### src/rtl/tone_pkg.sv
// Shared constants, note-code helpers and FSM state type for the tone generator.
package tone_pkg;

  localparam logic [5:0] NOTE_REST = 6'd63;
  localparam logic [5:0] NOTE_GAP  = 6'd10;
  localparam logic [5:0] NOTE_MIN  = 6'd12;
  localparam logic [5:0] NOTE_MAX  = 6'd62;

  // A3..G#4 equal-tempered frequencies in millihertz; index 0 is A3 (220 Hz).
  localparam logic [11:0][19:0] F_MHZ = {
    20'd415305,  // G#4
    20'd391995,  // G4
    20'd369994,  // F#4
    20'd349228,  // F4
    20'd329628,  // E4
    20'd311127,  // D#4
    20'd293665,  // D4
    20'd277183,  // C#4
    20'd261626,  // C4
    20'd246942,  // B3
    20'd233082,  // A#3
    20'd220000   // A3
  };

  typedef enum logic {
    ST_IDLE,
    ST_SOUND
  } tone_state_e;

  // Base-octave half-period in clk cycles, truncated.
  function automatic longint unsigned base_hp(input logic [3:0] k,
                                              input longint unsigned clk_hz);
    return (clk_hz * 64'd1000) / (64'd2 * 64'(F_MHZ[k]));
  endfunction

  function automatic logic is_rest(input logic [5:0] code);
    return (code == NOTE_GAP) || (code < NOTE_MIN) || (code > NOTE_MAX);
  endfunction

endpackage

### src/rtl/tone_lut.sv
// Registers the incoming note code and maps it to a half-period and rest flag.
module tone_lut
  import tone_pkg::*;
#(
  parameter int unsigned CLK_HZ = 50_000_000,
  parameter int unsigned CNT_W  = 20
) (
  input  logic             clk,
  input  logic             rst_n,
  input  logic             en_i,
  input  logic [5:0]       code_i,
  output logic [5:0]       code_o,
  output logic [CNT_W-1:0] hp_o,
  output logic             rest_o
);

  logic [CNT_W-1:0] base_tbl [12];

  for (genvar k = 0; k < 12; k++) begin : g_base
    localparam longint unsigned HP = base_hp(4'(k), 64'(CLK_HZ));
    assign base_tbl[k] = HP[CNT_W-1:0];
  end

  logic [5:0] code_q, code_d;

  always_comb begin
    code_d = en_i ? code_i : NOTE_REST;
  end

  // NOTE: sequential state uses non-blocking assignments so every register
  // samples its pre-edge inputs, independent of block ordering.
  always_ff @(posedge clk or negedge rst_n) begin
    if (!rst_n) begin
      code_q <= NOTE_REST;
    end else begin
      code_q <= code_d;
    end
  end

  logic [5:0] rel;
  logic [2:0] oct;
  logic [3:0] semi;

  // NOTE: every signal driven here is given a value on every path, so no
  // latches are inferred.
  always_comb begin
    rel    = code_q - NOTE_MIN;
    oct    = 3'(rel / 6'd12);
    semi   = 4'(rel % 6'd12);
    rest_o = is_rest(code_q);
    code_o = code_q;
    hp_o   = '0;
    if (!rest_o) begin
      hp_o = base_tbl[semi] >> oct;
    end
  end

endmodule

### src/rtl/tone_gen.sv
// Note-code to square-wave buzzer driver; note changes take effect only on half-period
// boundaries. Define TONE_PWM_EN to add a 4-bit vol input that PWM-gates the tone.
module tone_gen
  import tone_pkg::*;
#(
  parameter int unsigned CLK_HZ = 50_000_000,
  parameter int unsigned CNT_W  = 20
) (
  input  logic       clk,
  input  logic       rst_n,
  input  logic       en,
  input  logic [5:0] note,
`ifdef TONE_PWM_EN
  input  logic [3:0] vol,
`endif
  output logic       buzz,
  output logic       active,
  output logic [5:0] cur_note
);

  logic [5:0]       lut_code;
  logic [CNT_W-1:0] lut_hp;
  logic             lut_rest;

  tone_lut #(
    .CLK_HZ (CLK_HZ),
    .CNT_W  (CNT_W)
  ) u_lut (
    .clk    (clk),
    .rst_n  (rst_n),
    .en_i   (en),
    .code_i (note),
    .code_o (lut_code),
    .hp_o   (lut_hp),
    .rest_o (lut_rest)
  );

  tone_state_e      state_q, state_d;
  logic             tone_q, tone_d;
  logic [CNT_W-1:0] cnt_q, cnt_d;
  logic [5:0]       cur_q, cur_d;
  logic [5:0]       pend_code_q, pend_code_d;
  logic [CNT_W-1:0] pend_hp_q, pend_hp_d;
  logic             pend_rest_q, pend_rest_d;

  always_ff @(posedge clk or negedge rst_n) begin
    if (!rst_n) begin
      state_q     <= ST_IDLE;
      tone_q      <= 1'b0;
      cnt_q       <= '0;
      cur_q       <= NOTE_REST;
      pend_code_q <= NOTE_REST;
      pend_hp_q   <= '0;
      pend_rest_q <= 1'b1;
    end else begin
      state_q     <= state_d;
      tone_q      <= tone_d;
      cnt_q       <= cnt_d;
      cur_q       <= cur_d;
      pend_code_q <= pend_code_d;
      pend_hp_q   <= pend_hp_d;
      pend_rest_q <= pend_rest_d;
    end
  end

  // The pending slot always tracks the latest lookup; only the counter
  // boundary (or an idle start) commits it to the output.
  always_comb begin
    state_d     = state_q;
    tone_d      = tone_q;
    cnt_d       = cnt_q;
    cur_d       = cur_q;
    pend_code_d = lut_code;
    pend_hp_d   = lut_hp;
    pend_rest_d = lut_rest;

    if (!en) begin
      state_d     = ST_IDLE;
      tone_d      = 1'b0;
      cnt_d       = '0;
      cur_d       = NOTE_REST;
      pend_code_d = NOTE_REST;
      pend_hp_d   = '0;
      pend_rest_d = 1'b1;
    end else begin
      case (state_q)
        ST_IDLE: begin
          if (!pend_rest_q) begin
            state_d = ST_SOUND;
            tone_d  = 1'b1;
            cnt_d   = pend_hp_q - CNT_W'(1);
            cur_d   = pend_code_q;
          end
        end
        ST_SOUND: begin
          if (cnt_q == '0) begin
            if (pend_rest_q) begin
              state_d = ST_IDLE;
              tone_d  = 1'b0;
              cnt_d   = '0;
              cur_d   = NOTE_REST;
            end else begin
              tone_d = ~tone_q;
              cnt_d  = pend_hp_q - CNT_W'(1);
              cur_d  = pend_code_q;
            end
          end else begin
            cnt_d = cnt_q - CNT_W'(1);
          end
        end
        default: begin
          state_d = ST_IDLE;
          tone_d  = 1'b0;
          cnt_d   = '0;
          cur_d   = NOTE_REST;
        end
      endcase
    end
  end

  assign active   = (state_q == ST_SOUND);
  assign cur_note = cur_q;

`ifdef TONE_PWM_EN
  logic [3:0] pwm_cnt_q;

  always_ff @(posedge clk or negedge rst_n) begin
    if (!rst_n) begin
      pwm_cnt_q <= 4'd0;
    end else begin
      pwm_cnt_q <= pwm_cnt_q + 4'd1;
    end
  end

  assign buzz = tone_q & ((vol == 4'd15) | (pwm_cnt_q < vol));
`else
  assign buzz = tone_q;
`endif

endmodule

### config.mk
export PLATFORM = sky130hd
export DESIGN_NAME = tone_gen
export DESIGN_NICKNAME = d
export VERILOG_FILES = /design/src/rtl/tone_pkg.sv /design/src/rtl/tone_lut.sv /design/src/rtl/tone_gen.sv
export SDC_FILE = /design/constraint.sdc
export NUM_CORES = 1
export LEC_CHECK = 0
export CORE_MARGIN = 1.5
export CORE_UTILIZATION = 60
export CTS_CLUSTER_DIAMETER = 100
export CTS_CLUSTER_SIZE = 10
export DETAILED_ROUTE_END_ITERATION = 12
export HOLD_SLACK_MARGIN = 0.03
export PLACE_DENSITY = 0.79
export REMOVE_ABC_BUFFERS = 1
export SKIP_CTS_REPAIR_TIMING = 1
export SKIP_LAST_GASP = 1
export SLEW_MARGIN = 20
export SYNTH_ARGS = -nofsm -noshare
export SYNTH_HDL_FRONTEND = slang
export SYNTH_SLANG_ARGS = --single-unit
### constraint.sdc
create_clock -name clk -period 5.6 [get_ports clk]
set_clock_uncertainty 0.2 [all_clocks]
set_input_delay 1.68 -clock clk [delete_from_list [all_inputs] [get_ports clk]]
set_output_delay 1.68 -clock clk [all_outputs]
set_load 0.02 [all_outputs]
# == Yosys cells after proc, flatten, opt, wreduce, memory -nomap -nowiden ==
# Memories as Yosys holds them, arrays and structs flattened.
# Index checks and enable logic that the tools add are counted.
# word_totals
register_bits,61
latch_bits,0
ramBits,0
romBits,320
inputBits,9
out_inout_bits,8
wordCells,54
mem_count,1
# mem_list
memory,depth,width,read_ports,rd_ports_with_merged_regs,write_ports,line_no,text
(no name shown),16,20,1,0,0,tone_lut.sv:54,hp_o = base_tbl[semi] >> oct;
# classes
n_addsub,3
multipliers,0
n_div,2
magnitude_cmp,3
eq_ne,3
shift,1
n_mux,26
bitwise_logic,3
n_reduce_logical,4
# ops
op,count
two-way mux 20 bit,8
one-hot mux 20 bit (2 select lines),1
"subtractor 20 x 1 -> 20 bit, second input constant",2
two-way mux 6 bit,6
logical NOT 20 bit,1
right shift 20 x 3 -> 20 bit,1
one-hot mux 6 bit (2 select lines),1
two-way mux 1 bit,8
"divider 6 x 4 -> 6 bit, second input constant",1
"equality test 6 x 4 -> 1 bit, second input constant",1
"greater-than comparator 6 bit, second input constant",1
"less-than comparator 6 x 4 -> 1 bit, second input constant",1
"modulo 6 x 4 -> 6 bit, second input constant",1
"subtractor 6 x 4 -> 6 bit, second input constant",1
"greater-or-equal comparator 5 bit, second input constant",1
inverter 4 -> 5 bit,1
one-hot mux 1 bit (2 select lines),2
"!= test 3 x 2 -> 1 bit, second input constant",1
"!= test 3 bit, second input constant",1
logical OR 1 bit,2
inverter 1 bit,2
AND reduction 2 bit,1

# == Depth between registers and ports, before layout ==
# logic_depth
depth_word,9
ltp_mapped,16
mapped_depth_nobuf,10

# == Hierarchy ==
# From an unflattened synthesis, not the netlist that was laid out.
# unflattened
hier_cells,553
area_unflattened_um2,4788.3
# by_module_without_submodules
module,instances,cells_per_inst,area_per_inst_um2,seq_area_each_um2
tone_gen,1,292,2877.8,1392.6
tone_lut,1,261,1910.6,157.7

# == Worst setup path after synthesis ==
# OpenSTA, ideal clock, no wires.
# synth_path
path_kind,register -> register
startpoint,register u_lut.code_q[2] (netlist: u_lut.code_o[2])
endpoint,register pend_hp_q[0]
setup_ps,122
t_arrival_ps,3106
required_ps,5278
path_slack_ps,2172
path_stages_with_launch,15
path_buffers,4
period_less_slack_ps,3428
cell_sequence,dfstp_2 buf_6 buf_6 inv_1 ha_1 buf_4 buf_2 and3b_1 a311oi_1 nor2_1 nor2_2 nor2_2 a221o_1 mux2_2 a32o_1
# synth_between
elab_chain_len,9
word_cells_on_any_way,15
classes_between,add/sub (1); div (2); order compare (2); eq/ne (1); shift (1); mux (4); bitwise (1); reduce/logical (2); memory (1)
# synth_lines
item,line_no,text
from (decl),tone_lut.sv:24,"logic [5:0] code_q, code_d;"
from (signal assigned),tone_lut.sv:36,code_q <= code_d;
subtractor 6 x 4 -> 6 bit,tone_lut.sv:47,rel = code_q - NOTE_MIN;
modulo 6 x 4 -> 6 bit,tone_lut.sv:49,semi = 4'(rel % 6'd12);
inverter 4 -> 5 bit (implied by the code),tone_lut.sv:54,
memory read (16 x 20 bit),n/a,
two-way mux 20 bit (implied by the code) (2 in series),tone_lut.sv:54,
right shift 20 x 3 -> 20 bit,tone_lut.sv:54,
two-way mux 20 bit (*),tone_lut.sv:53,if (!rest_o) begin
two-way mux 20 bit (*),tone_gen.sv:77,if (!en) begin
via pend_hp_d[0],tone_gen.sv:43,"logic [CNT_W-1:0] pend_hp_q, pend_hp_d;"
to (signal assigned),tone_gen.sv:61,pend_hp_q <= pend_hp_d;
to (decl),tone_gen.sv:43,
# Mark *: on every way through the listed nets, which the timed path passes. The rest lies on a longest branch. The select of a mux whose other input is x is not followed.
# A chain may end at the register's enable or synchronous reset.

# == Worst setup path in the final report ==
# layout_path
startpoint,register u_lut.code_q[2] (netlist: u_lut.code_o[2])
endpoint,register pend_hp_q[4]
# Same word-level chain as after synthesis.

==> metrics.md <==
| Metric | Value |
|---|---|
| Outcome | `finished, final reports clean` |
| Crit-path cells | `inv_1, ha_1, and4b_4, a2111oi_2, and3_2, or2_1, o21ai_1, a221o_1, mux2_2, a2bb2o_4` |
| Routed length per instance | `17.29 µm` |
| Share of the synthesized area in the top cell type | `22.70%` |
| Prevailing post-synth register cell | `dfrtp_1` |
| DRT iter0 DRCs | `235` |
| Detailed placement HPWL | `7.196 mm` |
| Vias in the first global route | `3675` |
| Asr flop ratio synth | `100.0%` |
| Slowest cell on the critical path | `dfstp_2` |
| Number of flops mapped to enable cells by yosys | `0` |
| Setup crit start kind | `flop` |
| Area of the multi-input gates | `2574 µm²` |
| IO Port Bufs | `16` |
| Antenna viol nets, final | `0` |
| Worst path required time | `5620 ps` |
| PwrDens | `approximately 340 nW/µm²` |
| Final Max Tran Viols | `0` |
| ANT cells | `0` |
| CTS sink cnt | `just under 60` |
| Most frequent cells in the layout | `nand2_1, dfrtp_1, nor2_1` |
| Core ar. | `6869 µm²` |
| Max H-tree Level | `3` |
| Antenna violations before repair | `0` |
| Most common cell after layout, fill and taps aside | `nand2_1` |
| Synth cell types | `76` |
| Placer Congestion | `~0.97` |
| Lkg Pwr | `1.860 nW` |
| CP bufs+invs | `1` |
| CTS max path bufs | `2` |
| Tmin final | `~4300 ps` |
| Final Hold Fails | `0` |
| CP top delay family | `compound AO/OA/AOI/OAI gates` |
| Critical path arrival | `4310 ps` |
| Max Fclk | `233.1 MHz` |
| Largest cells by area after synthesis | `dfrtp_1, dfstp_2, nand2_1` |
| Cell accounting for the most synthesized area | `dfrtp_1` |
| CTS tree | `yes` |
| Cell Area, Synth | `4299 µm²` |
| DRT Pass-1 Iters | `4` |
| Total GRT Usage | `29.03%` |
| Worst setup EP type | `flop` |
| Layout area overhead | `6.519%` |
| Die W | `about 90 µm` |
| Yosys warns | `0` |
| Area occupied by registers | `1475 µm²` |
| Max-cap violation count | `0` |
| DR DRC count | `0` |
| Via Count | `3798` |
| Slew margin rel. | `46.19%` |
| Clock latency on the worst-skew pair | `around 330 ps` |
| CTS Buf Count | `9` |
| Max stage delay on crit path | `760 ps` |
| RSZ-0062 raised after global routing | `false` |
| Clock Tree Root | `clkbuf_8` |
| Fin crit share | `around 77%` |
| Worst-path clk slew | `around 60 ps` |
| Via-per-instance ratio | `about 6.5` |
| Num ports | `17` |
| Largest net degree at the start of global routing | `59` |
| Crit Path Max Fanout | `24` |
| FP Rows | `30` |
| Seq cells post-synth | `58` |
| Layout net count | `507` |
| Starting Density | `between 60% and 70%` |
| Wire length of the first global-routing pass | `17.56 mm` |
| Slew at the pin closest to its max-slew limit | `805.2 ps` |
| Share of layout cells above drive strength 1 | `around 12%` |
| Setup Crit Path Kind | `flop to flop` |
| Sequential fraction of the synthesis area | `34.31%` |
| DIE AREA | `7682 µm²` |
| Cells after synthesis | `492` |
| Setup TNS | `0 ps` |
| Maximum vdd ir drop | `0.0001152 V` |
| Hold slack | `around 330 ps` |
| Syn_area_per_cell | `8.738 µm²` |
| Fillers | `569` |
| Drt total wl | `10.15 mm` |
| Chip height | `87.65 µm` |
| Worst hold path type | `flop to flop` |
| Final setup vio count | `0` |
| Total congestion overflow | `0` |
metrics by stage:
stage / std cells / utilization, % / instance area, µm² / setup WS, ps / power [mW]
finish: 587 / 66.67 / 4579 / 1310 / 1.570
global route: 587 / 66.67 / 4579 / 971.3 / 1.681
CTS: 587 / 66.67 / 4579 / 1348 / 1.565
detailed placement: 571 / 63.99 / 4395 / 1358 / 1.205
global placement: 571 / 63.99 / 4395 / 1473 / 1.192
floorplan: 457 / - / 4105 / 1784 / 1.040
synth_stat cells (all sizes together) (4+ instances only):
master,instances
o211a,4
and2,5
nand2b,13
nand3,7
nand2,44
a211oi,10
ha,12
or3,9
nor3,22
o32ai,5
or2,4
xnor2,16
inv,15
o21ai,29
o22ai,14
o211ai,9
o221ai,10
dfstp,19
and3,6
nor2b,13
mux2i,4
xor2,5
clkbuf,19
nor4,8
a21boi,5
dfrtp,39
nor2,37
buf,16
a21oi,27
final timing paths:
kind,slack (ps),cells after the start,endpoint,from
max,1310,10,pend_hp_q[4],u_lut.code_o[2]
min,330,2,cnt_q[19],cnt_q[19]
max reg2reg,1310,10,pend_hp_q[4],u_lut.code_o[2]
min reg2reg,330,2,cnt_q[19],cnt_q[19]
max in group asynchronous,3450,2,cnt_q[8],rst_n
min in group asynchronous,1280,2,cnt_q[17],rst_n
worst min-delay path, cell delays in order (launching register included):
cell     delay (ps)
dfrtp_1         350
nand3_1          70
o21ai_0          70
registers in the layout, indices dropped and copies added, names as in the netlist:
signal and count:
active 1, buzz 1, cnt_q 20, cur_note 6, pend_code_q 6, pend_hp_q 17, pend_rest_q 1, u_lut.code_o 6
routing by layer:
| metal | vias up | track usage (%) | wire [µm] | part of all wire, % |
|---|---|---|---|---|
| met5 | - | 0 | 0 | 0 |
| met4 | 0 | 14.86 | 383 | 3.8 |
| met3 | 35 | 4.241 | 539 | 5.3 |
| met2 | 144 | 47.97 | 4939 | 49 |
| met1 | 1789 | 37.09 | 4288 | 42 |
| li1 | 1830 | - | - | - |
area by class of cell:
type | count | share of cell area, %
multi-input combinational | 384 | 56.20
clock buffer | 14 | 3.798
sequential | 58 | 32.21
tap | 96 | 2.623
timing repair buffer | 18 | 3.716
inverter | 15 | 1.230
clock inverter | 2 | 0.2186
kinds of logic after synthesis:
kind of cell / count (synthesis) / synth area share, %
compound gates: 154 / 25.79
buf+inv: 50 / 5.820
simple gates: 188 / 23.84
flops: 58 / 34.31
xor+xnor: 21 / 4.278
fa+ha+maj: 13 / 3.725
mux: 8 / 2.241
report_power, final:
group | internal (mW) | switching, mW
combinational | 0.266 | 0.393
sequential | 0.482 | 0.0738
clock | 0.199 | 0.156
(Power assumes the default switching activity.)
